File: src/rtl/sum_avg_decim.sv
// sum_avg_decim
// Averages 2^LOG2_N consecutive valid sums from an 8-input pipelined adder
// tree and queues the floor averages in a 2-entry output FIFO.
//
// Ports
//   clk        clock, all state updates on posedge
//   rst        synchronous active-high reset
//   in_valid   adder-tree inputs carry a valid sample set this cycle
//   sum        signed adder-tree output (LATENCY cycles after in_valid)
//   out_ready  consumer accepts out_data this cycle
//   out_valid  FIFO non-empty
//   out_data   signed average at the FIFO head
//   overflow   sticky: a result was dropped because the FIFO was full
//
// FIFO occupancy FSM
//   state | meaning
//   EMPTY | no results held, out_valid low
//   ONE   | one result held at mem[rd_ptr]
//   FULL  | two results held; a push without a pop is dropped
module sum_avg_decim #(
  parameter int SUM_W   = 15,
  parameter int LATENCY = 5,
  parameter int LOG2_N  = 3
) (
  input  logic                    clk,
  input  logic                    rst,
  input  logic                    in_valid,
  input  logic signed [SUM_W-1:0] sum,
  input  logic                    out_ready,
  output logic                    out_valid,
  output logic signed [SUM_W-1:0] out_data,
  output logic                    overflow
);

  localparam int ACC_W = SUM_W + LOG2_N;

  typedef enum logic [1:0] {EMPTY, ONE, FULL} occ_t;

  logic [LATENCY-1:0]      vd;
  logic                    sv;
  logic signed [ACC_W-1:0] acc;
  logic signed [ACC_W-1:0] sum_ext;
  logic signed [ACC_W-1:0] frame_total;
  logic [LOG2_N-1:0]       cnt;
  logic                    frame_done;
  logic signed [SUM_W-1:0] result;

  logic signed [SUM_W-1:0] mem [2];
  logic                    wr_ptr;
  logic                    rd_ptr;
  occ_t                    state;
  occ_t                    state_next;
  logic                    push;
  logic                    pop;
  logic                    wr_en;
  logic                    drop;

  // The adder tree has no valid of its own; this delay line re-aligns
  // in_valid with the sum it produced.
  assign sv = vd[LATENCY-1];

  assign sum_ext     = ACC_W'(sum);
  assign frame_total = acc + sum_ext;
  assign frame_done  = sv && (cnt == {LOG2_N{1'b1}});
  // The sum of 2^LOG2_N SUM_W-bit values shifted back by LOG2_N always fits.
  assign result      = SUM_W'(frame_total >>> LOG2_N);

  always_ff @(posedge clk) begin
    if (rst) begin
      vd  <= '0;
      acc <= '0;
      cnt <= '0;
    end else begin
      vd[0] <= in_valid;
      for (int k = 1; k < LATENCY; k++) begin
        vd[k] <= vd[k-1];
      end
      if (sv) begin
        acc <= (cnt == '0) ? sum_ext : frame_total;
        cnt <= cnt + LOG2_N'(1);
      end
    end
  end

  assign push      = frame_done;
  assign out_valid = (state != EMPTY);
  assign pop       = out_valid && out_ready;
  // A full FIFO can still accept when the head leaves in the same cycle.
  assign wr_en     = push && ((state != FULL) || pop);
  assign drop      = push && (state == FULL) && !pop;
  assign out_data  = mem[rd_ptr];

  always_ff @(posedge clk) begin
    if (rst) begin
      state    <= EMPTY;
      wr_ptr   <= 1'b0;
      rd_ptr   <= 1'b0;
      mem[0]   <= '0;
      mem[1]   <= '0;
      overflow <= 1'b0;
    end else begin
      state <= state_next;
      if (wr_en) begin
        mem[wr_ptr] <= result;
        wr_ptr      <= ~wr_ptr;
      end
      if (pop) begin
        rd_ptr <= ~rd_ptr;
      end
      if (drop) begin
        overflow <= 1'b1;
      end
    end
  end

  always_comb begin
    state_next = state;
    case (state)
      EMPTY: if (push) state_next = ONE;
      ONE: begin
        if (push && !pop)      state_next = FULL;
        else if (pop && !push) state_next = EMPTY;
      end
      FULL:    if (pop && !push) state_next = ONE;
      default: state_next = EMPTY;
    endcase
  end

endmodule
File: config.mk
export PLATFORM = sky130hd
export DESIGN_NAME = sum_avg_decim
export DESIGN_NICKNAME = d
export VERILOG_FILES = /design/src/rtl/sum_avg_decim.sv
export SDC_FILE = /design/constraint.sdc
export NUM_CORES = 1
export LEC_CHECK = 0
export CAP_MARGIN = 15
export CORE_MARGIN = 2
export CORE_UTILIZATION = 46
export DETAILED_ROUTE_END_ITERATION = 6
export GPL_TIMING_DRIVEN = 0
export PLACE_DENSITY = 0.66
export REMOVE_ABC_BUFFERS = 1
export SYNTH_ARGS = -nofsm -noshare
export SYNTH_HDL_FRONTEND = slang
export SYNTH_SLANG_ARGS = --single-unit
File: constraint.sdc
create_clock -name clk -period 2.35 [get_ports clk]
set_input_delay 0.235 -clock clk [delete_from_list [all_inputs] [get_ports clk]]
set_output_delay 0.235 -clock clk [all_outputs]
set_load 0.005 [all_outputs]
==> key figures, run 1 <==
Outcome
  – Status: finished, final reports clean

Drt
  – Final wirelength: around 7700 um
  – Vias: 2880
  – Via density: approximately 5.4
  – Initial DRT Pass Iterations: 4
  – Drt drc: 0
  – Initial DRC count: about 160
  – Antenna viol nets, final: 0
  – Drt wl/cell: between 10 and 15 um

GRT
  – Largest net degree at the start of global routing: 31
  – Gr ovfl total: 0
  – First-pass GRT wire length: about 13000 um
  – Initial antenna violation count: 0
  – Vias in the first global route: around 2700
  – Tot GR Track Use: a little under a fifth

STA
  – Max_slew headroom: 46.7%
  – Worst Hold Slack: approximately 0.32 ns
  – RSZ-0062 raised after global routing: yes
  – Achievable Freq: about 440 MHz
  – Minimum clock period: around 2.3 ns
  – Final hold vios: 0
  – Setup-failing EPs final: 0
  – Tightest Pin Transition: around 0.8 ns
  – Clock Skews: 0.00708 ns
  – Fin crit share: a little over nine tenths
  – Max Slew Vio Count: 0

Die
  – Core area: 0.00765 mm^2
  – Die area: between 0.008 and 0.009 mm^2
  – Die Height: between 90 and 100 um
  – Row count: 32
  – Die X: approximately 92 um
  – Initial core utilization: around 47%
  – Ports: 36

Layout
  – Final Cell Area: approximately 0.0044 mm^2
  – Storage element area: approximately 0.0015 mm^2
  – Fin nets: 465
  – Post-Route Utilization: approximately 57%
  – Share of layout cells above drive strength 1: 15.6%
  – Area of the multi-input gates: about 0.002 mm^2
  – Ant diodes: 0
  – FILL cells: 670
  – Synthesis-to-finish area growth: 21.6%

Synth
  – Most frequent cell after synthesis: nor2_1
  – Synth warn: 0
  – Avg Cell Area, Syn: around 9 um^2
  – Largest cells by area after synthesis: edfxtp_1 25%, dfxtp_1 18%, ha_1 7.0%
  – Mapped Cells: a little under 400
  – #FFs+latches synth: 62
  – Main flop type after synthesis: dfxtp_1
  – EDFF count, synth: 30
  – Top cells by count, synth: 65 x nor2_1, 32 x dfxtp_1, 32 x nand2_1, 31 x a21oi_1, 30 x edfxtp_1
  – Synthesized area: about 0.0036 mm^2
  – Distinct cells, synth: 54
  – Yosys top cell area share: 25.1%
  – Ys async rst share: 0%
  – Area leader, netlist: edfxtp_1
  – Share of the yosys chip area belonging to registers: between 40% and 50%

Power and ir drop
  – Peak supply drop: ~270 uV
  – Power, Total: 2.28 mW
  – Pwr per Cell Area: between 500 and 600 mW/mm^2
  – LEAKAGE: about 1.6 nW

Worst setup path
  – Critical Path End: mem[0][9]$_SDFFCE_PN0P_
  – Worst setup SP type: flip-flop
  – FF-to-FF End: mem[0][9]$_SDFFCE_PN0P_
  – Crit path largest cell delay: 0.40 ns
  – CP required: 2.41 ns
  – FF-to-FF setup slack: between 0.07 and 0.08 ns
  – Kind of critical path: reg -> reg
  – Crit end category: flip-flop
  – Arr. time, crit path: between 2 and 2.5 ns
  – Worst r2r src: acc[0]$_SDFFE_PP0P_
  – Worst reg-to-reg path cell count: 9
  – Crit path launch: acc[0]$_SDFFE_PP0P_
  – Crit path max-delay cell type: a2111oi_4
  – Crit path cell chain: ha_4, inv_2, fa_2, nand2b_4, a2111oi_4, o2111ai_2, nand2b_1, xnor2_2, nor2_1
  – Worst-path maximum fanout: 3

Clocking
  – Max Root-Sink Buffers: 2
  – TritonCTS Buffers: 9
  – Sink Count: between 60 and 70
  – Htree depth: 3
  – CTS tree: yes
  – Hold buffers post-CTS: 0
  – Clk slew on worst S/H paths: around 0.07 ns
  – Clk_lat worst skew: approximately 0.34 ns
  – Clock root buffer: clkbuf_8

Worst hold path
  – Worst Hold Class: in -> reg
  – Cell count of the worst hold path: 3

Flow run
  – Max cap viols: 0

Placement
  – Dpl cell area: roughly 0.0040 mm^2
  – Port Buffers: 35
  – HPWL after DPL: approximately 5400 um
  – RePlAce Congestion: ~0.87
## cell usage in the layout (no fill, tap or decap), types with 3 or more instances in the layout
| master | count |
|---|---|
| inv_1 | 10 |
| o21ai_0 | 10 |
| edfxtp_1 | 30 |
| xnor2_1 | 7 |
| o21a_1 | 6 |
| nor2b_1 | 9 |
| clkbuf_8 | 9 |
| o21ai_2 | 4 |
| o211ai_1 | 3 |
| nor3_1 | 12 |
| o21ai_1 | 7 |
| nand2b_1 | 5 |
| nand3_1 | 4 |
| buf_4 | 8 |
| nand2_1 | 31 |
| a31oi_1 | 10 |
| mux2_2 | 15 |
| mux2i_1 | 5 |
| xor2_1 | 4 |
| a21oi_1 | 31 |
| nor2_1 | 64 |
| dfxtp_1 | 30 |
| ha_1 | 16 |
| clkdlybuf4s50_1 | 33 |
| nand4_1 | 3 |
| a211oi_1 | 5 |
## per-layer routing
layer | up-vias | wire, um | global-route usage, %
met2 | 59 | 3590 | 31.4
met3 | 4 | 341 | 4.44
li1 | 1469 | - | -
met4 | 0 | 31 | 4.98
met5 | - | 0 | 0
met1 | 1348 | 3740 | 25.5
## cell families (layout without fill, tap and decap cells)
kind of cell,Yosys count,in the layout,share of synthesized area (%)
simple gates,144,144,18.0
compound gates,96,96,18.0
flops,62,62,43.0
buf+inv,32,72,3.56
fa+ha+maj,21,21,7.54
mux,21,21,6.42
xor+xnor,14,14,3.42
## layout make-up
class                      instances  area share, %
multi-input combinational        296           46.2
inverter                          11          0.947
clock buffer                      11           3.01
clock inverter                     5           1.15
tap                              102           2.93
sequential                        62           35.5
timing repair buffer              45           10.3
## report_power, final
part           internal [mW]  leakage, nW  switching (mW)  total, mW
registers               1.15        0.569         0.00802       1.16
logic                  0.108        0.958           0.130      0.238
clock network          0.482       0.0884           0.406      0.887
total                   1.74         1.62           0.544       2.28
## sequential cells by signal, summed over array words and instances, names as in the netlist, named ones only
signal and cells:
vd 5, acc 18, rd_ptr 1, mem 30
wr_ptr 1, state 2, cnt 3, overflow 1
## critical path: cells and delay by family, from the launching register on
kind                     cells  cell delay, ns
AO/OA/AOI/OAI                2            0.60
AND/OR/NAND/NOR              3            0.38
buffers and inverters        1            0.04
flip-flops                   1            0.35
adder cells (fa/ha/maj)      2            0.48
XOR/XNOR                     1            0.14
## through the flow
stage          TNS, ns  worst slack [ns]  cells
2_1_floorplan   -0.721           -0.0481    369
3_3_place_gp    -56.12             -1.59    506
3_5_place_dp    -31.62            -0.994    508
4_1_cts              0           0.00655    526
5_1_grt         -0.130           -0.0383    532
6_report             0            0.0779    532
## what timing repair did
action | in CTS | in global routing
endpoints found under the setup margin | 66 | 37
pin swaps | 4 | 14
hold endpoints to repair | 0 | 0
setup buffers | 2 | 6
gates cloned | 0 | 0
resized for setup | 12 | 13
## how the worst min path moves through the flow
stage	slack, ns	startpoint	to
6_report	0.32	sum[1]	acc[1]$_SDFFE_PP0P_
5_1_grt	0.37	sum[0]	acc[0]$_SDFFE_PP0P_
4_1_cts	0.32	sum[0]	acc[0]$_SDFFE_PP0P_
3_5_place_dp	0.42	vd[3]$_SDFF_PP0_	vd[4]$_SDFF_PP0_
3_3_place_gp	0.42	vd[3]$_SDFF_PP0_	vd[4]$_SDFF_PP0_
2_1_floorplan	0.30	rst	acc[17]$_SDFFE_PP0P_
Note: power is estimated with default switching activity, not from simulation.
==> run 2: changes to the inputs <==
- CTS_CLUSTER_DIAMETER: default -> 100
==> results of run 2 <==
The final DEF is identical to that of run 1; final timing and power are the same.
